`src/rtl/serial_add_sub.sv`:
```
// Bit-serial adder/subtractor: one full-adder cell plus a carry flop, operands
// processed LSB-first one bit per clock behind ready/valid handshakes on both
// sides. Subtraction is a + ~b + 1, so cout=1 means "no borrow".
module serial_add_sub #(
  parameter  int WIDTH = 8,
  localparam int CNT_W = $clog2(WIDTH + 1)
) (
  input  logic             clk,
  input  logic             rst_n,
  input  logic             in_valid,
  output logic             in_ready,
  input  logic [WIDTH-1:0] a,
  input  logic [WIDTH-1:0] b,
  input  logic             sub,
  input  logic             cin,
  output logic             out_valid,
  input  logic             out_ready,
  output logic [WIDTH-1:0] sum,
  output logic             cout,
  output logic             ovf
);

  typedef enum logic [1:0] {
    IDLE = 2'd0,
    RUN  = 2'd1,
    DONE = 2'd2
  } state_e;

  localparam logic [CNT_W-1:0] LAST_BIT = CNT_W'(WIDTH - 1);

  state_e           state_q, state_d;
  logic [WIDTH-1:0] a_sh_q, a_sh_d;
  logic [WIDTH-1:0] b_sh_q, b_sh_d;
  logic [WIDTH-1:0] res_sh_q, res_sh_d;
  logic             carry_q, carry_d;
  logic [CNT_W-1:0] cnt_q, cnt_d;
  logic [WIDTH-1:0] sum_q, sum_d;
  logic             cout_q, cout_d;
  logic             ovf_q, ovf_d;

  logic             fa_sum;
  logic             fa_carry;

  // Single full-adder cell working on the current LSBs and the carry flop.
  always_comb begin
    fa_sum   = a_sh_q[0] ^ b_sh_q[0] ^ carry_q;
    fa_carry = (a_sh_q[0] & b_sh_q[0]) | (carry_q & (a_sh_q[0] ^ b_sh_q[0]));
  end

  // Next-state and datapath update; result registers only move on RUN->DONE.
  always_comb begin
    state_d  = state_q;
    a_sh_d   = a_sh_q;
    b_sh_d   = b_sh_q;
    res_sh_d = res_sh_q;
    carry_d  = carry_q;
    cnt_d    = cnt_q;
    sum_d    = sum_q;
    cout_d   = cout_q;
    ovf_d    = ovf_q;

    unique case (state_q)
      IDLE: begin
        if (in_valid) begin
          a_sh_d  = a;
          b_sh_d  = sub ? ~b : b;
          carry_d = sub ? 1'b1 : cin;
          cnt_d   = '0;
          state_d = RUN;
        end
      end

      RUN: begin
        res_sh_d = {fa_sum, res_sh_q[WIDTH-1:1]};
        a_sh_d   = {1'b0, a_sh_q[WIDTH-1:1]};
        b_sh_d   = {1'b0, b_sh_q[WIDTH-1:1]};
        carry_d  = fa_carry;
        cnt_d    = cnt_q + CNT_W'(1);
        if (cnt_q == LAST_BIT) begin
          // carry_q here is the carry into the MSB, fa_carry the carry out of it
          sum_d   = {fa_sum, res_sh_q[WIDTH-1:1]};
          cout_d  = fa_carry;
          ovf_d   = carry_q ^ fa_carry;
          state_d = DONE;
        end
      end

      DONE: begin
        if (out_ready) begin
          state_d = IDLE;
        end
      end

      default: begin
        state_d = IDLE;
      end
    endcase
  end

  // State and datapath registers with asynchronous active-low reset.
  always_ff @(posedge clk or negedge rst_n) begin
    if (!rst_n) begin
      state_q  <= IDLE;
      a_sh_q   <= '0;
      b_sh_q   <= '0;
      res_sh_q <= '0;
      carry_q  <= 1'b0;
      cnt_q    <= '0;
      sum_q    <= '0;
      cout_q   <= 1'b0;
      ovf_q    <= 1'b0;
    end else begin
      state_q  <= state_d;
      a_sh_q   <= a_sh_d;
      b_sh_q   <= b_sh_d;
      res_sh_q <= res_sh_d;
      carry_q  <= carry_d;
      cnt_q    <= cnt_d;
      sum_q    <= sum_d;
      cout_q   <= cout_d;
      ovf_q    <= ovf_d;
    end
  end

  // Handshake flags decode directly from state.
  always_comb begin
    in_ready  = (state_q == IDLE);
    out_valid = (state_q == DONE);
    sum       = sum_q;
    cout      = cout_q;
    ovf       = ovf_q;
  end

endmodule

```
`config.mk`:
```
export PLATFORM = sky130hd
export DESIGN_NAME = serial_add_sub
export DESIGN_NICKNAME = d
export VERILOG_FILES = /design/src/rtl/serial_add_sub.sv
export SDC_FILE = /design/constraint.sdc
export NUM_CORES = 1
export LEC_CHECK = 0
export ABC_AREA = 0
export CAP_MARGIN = 20
export CORE_ASPECT_RATIO = 1.75
export CORE_UTILIZATION = 46
export DETAILED_ROUTE_END_ITERATION = 8
export PLACE_DENSITY = 0.73
export SYNTH_ARGS = -nofsm -noshare
export SYNTH_HDL_FRONTEND = slang
export SYNTH_SLANG_ARGS = --single-unit
```
`constraint.sdc`:
```
create_clock -name clk -period 1.6 [get_ports clk]
set_clock_uncertainty 0.05 [all_clocks]
set_input_delay 0.32 -clock clk [delete_from_list [all_inputs] [get_ports clk]]
set_output_delay 0.32 -clock clk [all_outputs]
set_load 0.01 [all_outputs]
```
; ---- Word-level counts from Yosys, hierarchy flattened
; Index checks and enable logic that the tools add are counted.
[totals]
ff_bits = 41
latchBits = 0
ramBits = 0
mem_bits_ro = 0
inputBits = 22
out_inout_bits = 12
elab_cells = 42
n_memories = 0
[classes]
addsub = 1
multipliers = 0
n_div = 0
order_cmp = 0
eq_ne = 6
n_shift = 0
n_mux = 14
bitwise_logic = 7
reduce_logical = 5
[ops]
columns = op, n
row1 = $pmux 8 s2, 2
row2 = $mux 8, 3
row3 = $not 8->8, 1
row4 = $pmux 4 s2, 1
row5 = $mux 2, 3
row6 = $pmux 2 s3, 1
row7 = $add 4x1->4 const B, 1
row8 = $eq 4x3->1 const B, 1
row9 = $mux 4, 1
row10 = $ne 2x2->1 const B, 2
row11 = $reduce_and 2->1, 2
row12 = $reduce_and 3->1, 1
row13 = $xor 1x1->1, 3
row14 = $and 1x1->1, 2
row15 = $eq 2x1->1 const B, 1
row16 = $eq 2x2->1 const B, 1
row17 = $logic_not 2->1, 1
row18 = $mux 1, 2
row19 = $ne 2x1->1 const B, 1
row20 = $pmux 1 s2, 1
row21 = $reduce_bool 2->1, 1
row22 = $or 1x1->1, 1

; ---- Logic depth before layout (Yosys ltp)
[logic_depth]
depth_word = 4
ltp_mapped = 5
mapped_depth_nobuf = 4

; ---- Worst setup path after synthesis
; OpenSTA, ideal clock, no wires.
[synth_path]
path_type = register -> register
start = register cnt_q[0]
end = register cout_q, in the netlist cout
setup_time_ps = 125
t_arrival_ps = 1345
t_required_ps = 1425
path_slack_ps = 80
stages_incl_launch_ff = 6
path_buffers = 1
synth_period_minus_slack_ps = 1520
path_cell_list = dfrtp_1 > ha_1 > nand2_1 > nor3b_2 > buf_4 > mux2_2
[synth_between]
elab_chain_len = 2
[synth_lines]
columns = item, line_no
row1 = "start, declared", 36  ; logic [CNT_W-1:0] cnt_q, cnt_d;
row2 = "start signal, assigned", 118  ; cnt_q <= cnt_d;
row3 = $eq 4x3->1, 79  ; if (cnt_q == LAST_BIT) begin
row4 = $reduce_and 2->1 (no source line), --
row5 = "end signal, assigned", 120  ; cout_q <= cout_d;
row6 = "end, declared", 38  ; logic cout_q, cout_d;
; Every way passes these cells.
; A chain may end at the register's enable or synchronous reset.

; ---- Worst setup path in the final report
[layout_path]
start = register state_q[1]
end = output port out_valid
[layout_between]
elab_chain_len = 1
[layout_lines]
columns = item, line_no
row1 = "start, declared", 31  ; state_e state_q, state_d;
row2 = "start signal, assigned", 113  ; state_q <= state_d;
row3 = $eq 2x2->1, 128  ; out_valid = (state_q == DONE);
row4 = "end, declared", 16  ; output logic out_valid,
; Every way passes these cells.

==> flow_summary.ini <==
[final_layout]
most_common_library_cell_in_the_layout_ignoring_fill_and_taps = sky130_fd_sc_hd__dfrtp_1
nets = 238
finish.instance_area_um2 = 2540
final_core_utilization_pct = 65.8
flow.area_growth_from_synthesis_pct = 36.8
drive_gt1_share_pct = 26.5
insertedDiodeCount = 0
layout_common_cells = sky130_fd_sc_hd__dfrtp_1 (40), sky130_fd_sc_hd__clkdlybuf4s50_1 (29), sky130_fd_sc_hd__buf_4 (18)

[timing]
timing.final.setup_violations = 0
period_share_pct = 99.8
worst-slew-pin-transition_ps = 429
finalWorstSetupSlack_ps = 2.79
timing_max_transition_violations_final = 0
max_slew_margin_pct = 71.4
period_minus_slack_ps = 1600
hold_viol_final = 0
setup_total_negative_slack_ps = 0
fmax_ghz = 0.626
rsz_0062_raised_after_global_routing = true

[clocking]
cts-root-to-sink-buffers = 2
cts_tree = built
clk_transition_reported_paths_ps = 80
cts_root_buffer = sky130_fd_sc_hd__clkbuf_8
cts_inserted_buffers = 5
insertion_delay_ps = 290
cts_num_sinks = 40
clock_tree.htree_level_count = 2

[route]
drc_errors = 0
route.final.wire_length_um = 4070
dr.first_iter.drc_count = 36
detail_route.wl_per_cell_um = 15.5
routed_antenna_nets = 0
firstDrtPassIters = 4
via_per_inst = 5.60
vias = 1473

[die]
dieHeight_um = 86.1
rows = 30
die_x_um = 50.1
ioPinCount = 34
fp.dieArea_um2 = 4310
start_util_pct = 48.1
core_region_area_um2 = 3870

[setup_path]
path_delay_family = flip-flops
crit_type = register to output port
worstPathCellList = nor2b_2 > dlygate4sd2_1
worstPathMaxFanout = 4
worst_path_buf_inv = 1
crit_path_end_kind = output port
reg2reg_slack_ps = 20
worst_r2r_path_depth = 5
reg2reg_to = sum[6]
timing.critical_path.from_type = register
critPathLaunch = state_q[1]
slowest_cp_cell = sky130_fd_sc_hd__dfrtp_1
required_worst_endpoint_ps = 1230
arrival_ps = 1230
worst_path_largest_cell_delay_ps = 440
r2r_start = state_q[0]

[power_and_ir_drop]
p_per_area_nw_per_um2 = 1650
p_comb_share_pct = 40.0
ir_drop_mv = 1.22
static_leakage_nw = 1.14
p_sw_share_pct = 31.9
intPower_w = 0.00286
seqPwrFrac_pct = 40.8
clock_power_share_pct = 19.2
switching_power_w = 0.00134

[placed_design]
detailedPlace.worstSlack_ps = -151
place_congestion = 0.805
numPortBuffers = 33
post_dp_cell_area_um2 = 2340
detail_placement_hpwl_um = 2840

[status]
status = completed

[yosys]
synth.yosys.warnings = 0
synth_cell_types = 34
synth.top_cells.by_area = sky130_fd_sc_hd__dfrtp_1 (54%), sky130_fd_sc_hd__mux2_2 (11%), sky130_fd_sc_hd__xnor2_1 (3.8%)
synthesized_netlist_cell_count = 162
synth_area_um2 = 1860
synth_seq_cells = 40
synth_top_area_share_pct = 53.8
post_synthesis_mean_instance_area_um2 = 11.5
ys.flop_type = sky130_fd_sc_hd__dfrtp_1
synth_top_area_cell = sky130_fd_sc_hd__dfrtp_1
syn_nets = 186
seq_area_frac_synth_pct = 53.8
synth_enable_flop_cells = 0
synth-async-reset-ratio_pct = 100

[global_route]
gr-total-overflow = 0
grt_max_degree = 24
number_of_antenna_violations_at_the_first_check_in_global_routing = 0
wire_length_of_the_first_global_routing_pass_um = 6720
grt_util_all_layers_pct = 20.7
number_of_global_route_vias_before_repair = 1492

[run]
max_cap_violations = 0

[hold_path]
worstHoldPathType = primary input to asynchronous set/reset pin
## layout make-up
class | count | area [um2]
fill | 300 | 1320
clock buffer | 5 | 68.8
multi-input combinational | 107 | 837
clock inverter | 3 | 42.5
sequential | 40 | 1000
tap | 48 | 60.1
timing repair buffer | 56 | 520
inverter | 4 | 15.0
## flip-flops by register name, summed over array words and instances (netlist names)
signal    cells
res_sh_q      7
a_sh_q        8
carry_q       1
state_q       2
cnt_q         4
sum           8
ovf           1
cout          1
b_sh_q        8
## worst max path at each step
| stage | slack, ps | cells after the start | end |
|---|---|---|---|
| finish | 3 | 2 | out_valid |
| detailed placement | -150 | 4 | b_sh_q[2] |
| global placement | -120 | 4 | b_sh_q[2] |
| floorplan | 80 | 5 | cout |
| CTS | 6 | 3 | in_ready |
| global route | -40 | 5 | sum[6] |
## power by group through the flow
| stage | registers, W | logic [W] | clock network [W] |
|---|---|---|---|
| finish | 0.00171 | 0.00168 | 0.000807 |
| global route | 0.00177 | 0.00184 | 0.000861 |
| CTS | 0.00170 | 0.00156 | 0.000825 |
| detailed placement | 0.00171 | 0.00155 | 0 |
| global placement | 0.00169 | 0.00149 | 0 |
| floorplan | 0.00170 | 0.000884 | 0 |
## through the flow
| step | hold WS (ps) | cells | total power [W] |
|---|---|---|---|
| after global routing | 476 | 263 | 0.00448 |
| after detailed placement | 228 | 249 | 0.00326 |
| after floorplan | -25.6 | 162 | 0.00259 |
| after CTS | 447 | 258 | 0.00408 |
| after global placement | 231 | 249 | 0.00318 |
| final | 443 | 263 | 0.00420 |
## layer usage
layer,wire [um],up-vias,GRT usage [%]
li1,-,678,-
met1,1600,726,24.7
met2,2160,57,34.8
met3,191,12,3.72
met4,117,0,10.6
met5,0,-,0
## repair_timing
action / CTS / global route
resized for setup: 5 / 14
setup endpoints to repair: 2 / 14
pin swaps: 0 / 2
cloned: 0 / 1
buffers inserted: 0 / 4
hold buffers: 1 / 0
endpoints found under the hold margin: 17 / 0
## synthesized netlist by cell type (all sizes together), types with 2 or more instances
master,count
nor2b,11
a22oi,9
buf,5
a22o,2
mux2,18
o211ai,2
nor2,3
a21oi,11
inv,4
clkbuf,6
dfrtp,40
xnor2,8
o221ai,3
nand2,12
a221o,2
o32ai,2
o21ai,10
## kinds of logic after synthesis
group	count (synthesis)	synth area share, %
simple gates	33	9.75
fa+ha+maj	2	1.75
flops	40	53.8
buf+inv	15	3.36
xor+xnor	9	4.24
compound gates	44	15.7
mux	19	11.4
No activity file was read; power rests on OpenSTA's default activity.
